File: src/rtl/row_coef_collector.sv
// Collects the (s, d) coefficient pairs of one row from the row processor into a single row
// (lowpass in the first half, highpass in the second) and offers it with a valid/ready handshake.
module row_coef_collector #(
  parameter int unsigned LENGTH = 8
) (
  input  logic                   clk,
  input  logic                   reset,
  input  logic                   start,
  input  logic [7:0]             s_in,
  input  logic [7:0]             d_in,
  input  logic                   coef_valid,
  output logic [LENGTH-1:0][7:0] out_row,
  output logic                   out_valid,
  input  logic                   out_ready,
  output logic                   busy,
  output logic                   err
);

  localparam int unsigned HALF  = LENGTH / 2;
  localparam int unsigned IDX_W = $clog2(HALF) + 1;

  localparam logic [1:0] ST_IDLE    = 2'd0;
  localparam logic [1:0] ST_COLLECT = 2'd1;
  localparam logic [1:0] ST_HOLD    = 2'd2;

  logic [1:0]             state_q, state_d;
  logic [IDX_W-1:0]       idx_q, idx_d;
  logic [LENGTH-1:0][7:0] row_q, row_d;
  logic                   err_q, err_d;

  always_comb begin
    state_d = state_q;
    idx_d   = idx_q;
    row_d   = row_q;
    err_d   = err_q;
    case (state_q)
      ST_IDLE: begin
        if (start) begin
          state_d = ST_COLLECT;
          idx_d   = '0;
        end
        // A pair with no open row is dropped, even alongside start.
        if (coef_valid) err_d = 1'b1;
      end
      ST_COLLECT: begin
        if (start) begin
          idx_d = '0;
          err_d = 1'b1;
        end else if (coef_valid) begin
          for (int unsigned i = 0; i < HALF; i++) begin
            if (idx_q == IDX_W'(i)) begin
              row_d[i]        = s_in;
              row_d[HALF + i] = d_in;
            end
          end
          idx_d = idx_q + 1'b1;
          if (idx_q == IDX_W'(HALF - 1)) state_d = ST_HOLD;
        end
      end
      ST_HOLD: begin
        if (coef_valid) err_d = 1'b1;
        if (out_ready) begin
          state_d = start ? ST_COLLECT : ST_IDLE;
          idx_d   = '0;
        end else if (start) begin
          err_d = 1'b1;
        end
      end
      default: state_d = ST_IDLE;
    endcase
  end

  always_ff @(posedge clk) begin
    if (reset) begin
      state_q <= ST_IDLE;
      idx_q   <= '0;
      row_q   <= '0;
      err_q   <= 1'b0;
    end else begin
      state_q <= state_d;
      idx_q   <= idx_d;
      row_q   <= row_d;
      err_q   <= err_d;
    end
  end

  assign out_row   = row_q;
  assign out_valid = (state_q == ST_HOLD);
  assign busy      = (state_q != ST_IDLE);
  assign err       = err_q;

endmodule
File: config.mk
export PLATFORM = sky130hd
export DESIGN_NAME = row_coef_collector
export DESIGN_NICKNAME = d
export VERILOG_FILES = /design/src/rtl/row_coef_collector.sv
export SDC_FILE = /design/constraint.sdc
export NUM_CORES = 1
export LEC_CHECK = 0
export ABC_AREA = 1
export BUFFER_PORTS_ARGS = -buffer_cell sky130_fd_sc_hd__buf_2
export CORE_ASPECT_RATIO = 0.5
export CORE_MARGIN = 4
export CORE_UTILIZATION = 46
export DETAILED_ROUTE_END_ITERATION = 10
export GPL_TIMING_DRIVEN = 1
export PLACE_DENSITY_LB_ADDON = 0.1
export SYNTH_ARGS = -nofsm -noshare
export SYNTH_HDL_FRONTEND = slang
export SYNTH_SLANG_ARGS = --single-unit
File: constraint.sdc
create_clock -name clk -period 1.41 [get_ports clk]
set_input_delay 0 -clock clk [delete_from_list [all_inputs] [get_ports clk]]
set_output_delay 0 -clock clk [all_outputs]
set_load 0.05 [all_outputs]
==> run metrics <==
fin. max-slew vios 0; Routed WL roughly 8.7 mm; post-DP HPWL between 5 and 6 mm; Post-layout nets just over 500; largest net degree at the start of global routing 71; CP max stage delay around 0.32 ns; Worst Path Max Fanout 8; Critical Path Start Type flop; number of port buffers 87; worst reg-to-reg path cell count 8; TritonCTS Buffers 9; 1st-iter DRT viols between 200 and 250; layout cells sized above 1 35.8%; clock sink total 70; Syn Inst Count 364; Post-Synth Adder-Cell Area roughly 4.4%; Synth Net Count slightly below 400; register bit total from synthesis 70; row count 19; Simple-Gate Fraction of Synth Area 25.8%; clock skew about 0.0091 ns; CTS tree yes; Detailed Routing Iterations Pass 1 6; crit path DAT around 1.6 ns; compound-cell area share of the yosys netlist between 10% and 20%; number of vias per cell slightly above 5; r2r setup slk ~0.0064 ns; Clock H-tree levels 3; Peak VDD IR ~1500 uV; hold path cells 6; mean area per synthesized cell between 7 and 8 um2; Finished Core Util 72.4%; Distinct cells, synth 21; worst skew pair latency approximately 0.33 ns; Fill cells 475; capture point of the worst reg-to-reg path out_row[52]; wl on met1 3.74 mm; DRC violations left 0; Slew @ Worst Pin ~0.53 ns; hold slack 0.0750 ns; root buffer cell clkbuf_16; I/O pins between 80 and 90; die area between 0.007 and 0.008 mm2; Crit path required time 1.63 ns; Final Hold Fails 0; Leak 1.88 nW; Critical Path Source state_q[1]; first-pass GRT wire length between 10 and 15 mm; PD cells 1770 mW/mm2; top routing layer in use met4; maxcap violations 0; mux cell area share after synthesis 0%; Mapped Area about 0.0029 mm2; final worst-path cycle share roughly 100%; Max-Slew Margin vs Limit between 60% and 70%; fmax roughly 700 MHz; Chip Height between 60 and 70 um; post-DR wirelength/cell about 15 um; Area growth, synth to finish 45.7%; total chip power 0.00738 W; Setup crit end kind flop; met2 wire len around 4.1 mm; Die X roughly 120 um; Starting Density slightly below 50%; met3 WL ~740 um; critical path class reg -> reg; Worst Setup EP out_row[52]; clock buffer depth 2; final setup violation count 0; RSZ-0062 raised after global routing true; Placer Congestion between 0.9 and 1; Core Box Area ~0.0058 mm2; xor/xnor share of the synthesized area 0%; Worst Hold Class in -> reg; Slowest-stage cell, CP dfxtp_2; largest family of logic cells by synthesized area simple AND/OR/NAND/NOR gates; Tot GR Track Use 22.7%; post-layout min period between 1 and 1.5 ns; antenna violations before repair 0; cells along the critical path inv_2, ha_4, inv_8, nor2_8, buf_6, nand3_4, o21ai_1, nor2_1; YS warnings 0; clock slew at reported path FFs 0.05 ns; n_diodes 0; Post-DRT Antenna Nets 0; routed vias approximately 2900; status complete, no violations; vias in the first global route between 2000 and 3000; Congestion Overflow GR 0; Setup TNS Final 0 ns; post-synthesis sequential area ratio 49.0%; Worst R2R Start state_q[1]
cell usage in the layout (no fill, tap or decap), types with 3 or more instances in the layout:
| cell | n |
|---|---|
| a21oi_1 | 4 |
| buf_2 | 86 |
| buf_4 | 8 |
| buf_6 | 4 |
| clkbuf_16 | 9 |
| dfxtp_1 | 65 |
| dfxtp_2 | 4 |
| dlygate4sd3_1 | 16 |
| ha_1 | 3 |
| ha_2 | 3 |
| ha_4 | 4 |
| inv_1 | 12 |
| inv_2 | 5 |
| inv_8 | 3 |
| nand2_1 | 14 |
| nand2_2 | 3 |
| nand3_1 | 9 |
| nand3_2 | 3 |
| nand3_4 | 6 |
| nor2_1 | 135 |
| nor2_2 | 7 |
| o21ai_0 | 5 |
| o21ai_1 | 49 |
| o21ai_2 | 12 |
per-layer routing:
| layer | GRT usage, % | vias to the layer above |
|---|---|---|
| met4 | 8.13 | 0 |
| met5 | 0 | - |
| met3 | 7.05 | 12 |
| met2 | 38.3 | 128 |
| li1 | - | 1424 |
| met1 | 28.0 | 1378 |
report_power, final:
| group | total (W) | switching, W | leakage, nW | internal [W] |
|---|---|---|---|---|
| combinational | 0.00264 | 0.00170 | 1.16 | 0.000939 |
| sequential | 0.00230 | 0.000140 | 0.568 | 0.00216 |
| clock | 0.00244 | 0.000807 | 0.155 | 0.00163 |
cell families after synthesis:
family / count (synthesis)
compound gates: 71
simple gates: 175
flops: 70
buf+inv: 38
fa+ha+maj: 10
worst max-delay path, delay by kind of cell, from the launching register on:
kind | cells | cell delay (ns)
AO/OA/AOI/OAI | 1 | 0.18
adder cells (fa/ha/maj) | 1 | 0.17
buffers and inverters | 3 | 0.25
flip-flops | 1 | 0.32
AND/OR/NAND/NOR | 3 | 0.37
worst min path at each step:
stage	startpoint	end
after floorplan	d_in[0]	out_row[40]
after detailed placement	d_in[4]	out_row[52]
after global placement	d_in[4]	out_row[52]
after global routing	coef_valid	err
final	out_ready	err
after CTS	out_ready	err
sequential cells by signal, summed over array words and instances (netlist names):
name     count
err          1
out_row     64
idx_q        3
state_q      2
final cells by class:
| type | count | area (um2) | share of cell area, % |
|---|---|---|---|
| Clock buffer | 12 | 256 | 6.16 |
| Clock inverter | 3 | 67.6 | 1.62 |
| Inverter | 23 | 133 | 3.18 |
| Multi-Input combinational cell | 263 | 1450 | 34.8 |
| Sequential cell | 70 | 1410 | 33.8 |
| Tap cell | 84 | 105 | 2.52 |
| Timing Repair Buffer | 116 | 723 | 17.4 |
| Timing Repair inverter | 2 | 20.0 | 0.480 |
Yosys cell counts:
cell,instances,share of area [%]
a21oi_1,4,0.70
o22ai_1,1,0.22
nor2_1,141,19
nor2_8,1,0.70
o21ai_1,24,4.2
clkbuf_1,7,0.92
nor2_4,1,0.39
nand2_2,1,0.22
ha_1,10,4.4
clkbuf_2,1,0.17
nand2_1,18,2.4
inv_6,3,0.92
inv_1,18,2.4
o21ai_0,42,7.4
buf_6,4,1.6
nand3_4,3,1.8
nand3_1,9,1.6
inv_2,2,0.26
dfxtp_1,70,49
nor2_2,1,0.22
buf_12,3,2.1
timing repair:
item                                    in CTS  in global routing
endpoints found under the setup margin      65                 71
setup buffers                                0                  5
pin swaps                                    4                 21
resized for setup                           16                 81
cloned                                       8                  1
hold endpoints to repair                    53                  0
hold buffers                                16                  0
through the flow:
stage	cell area (um2)	instances	setup WS [ns]
2_1_floorplan	2880	364	-0.00404
3_5_place_dp	3360	528	-0.0681
4_1_cts	3950	567	0.00842
5_1_grt	4170	573	-0.107
6_report	4170	573	0.00643
3_3_place_gp	3360	528	0.00962
No activity file was read; power rests on OpenSTA's default activity.
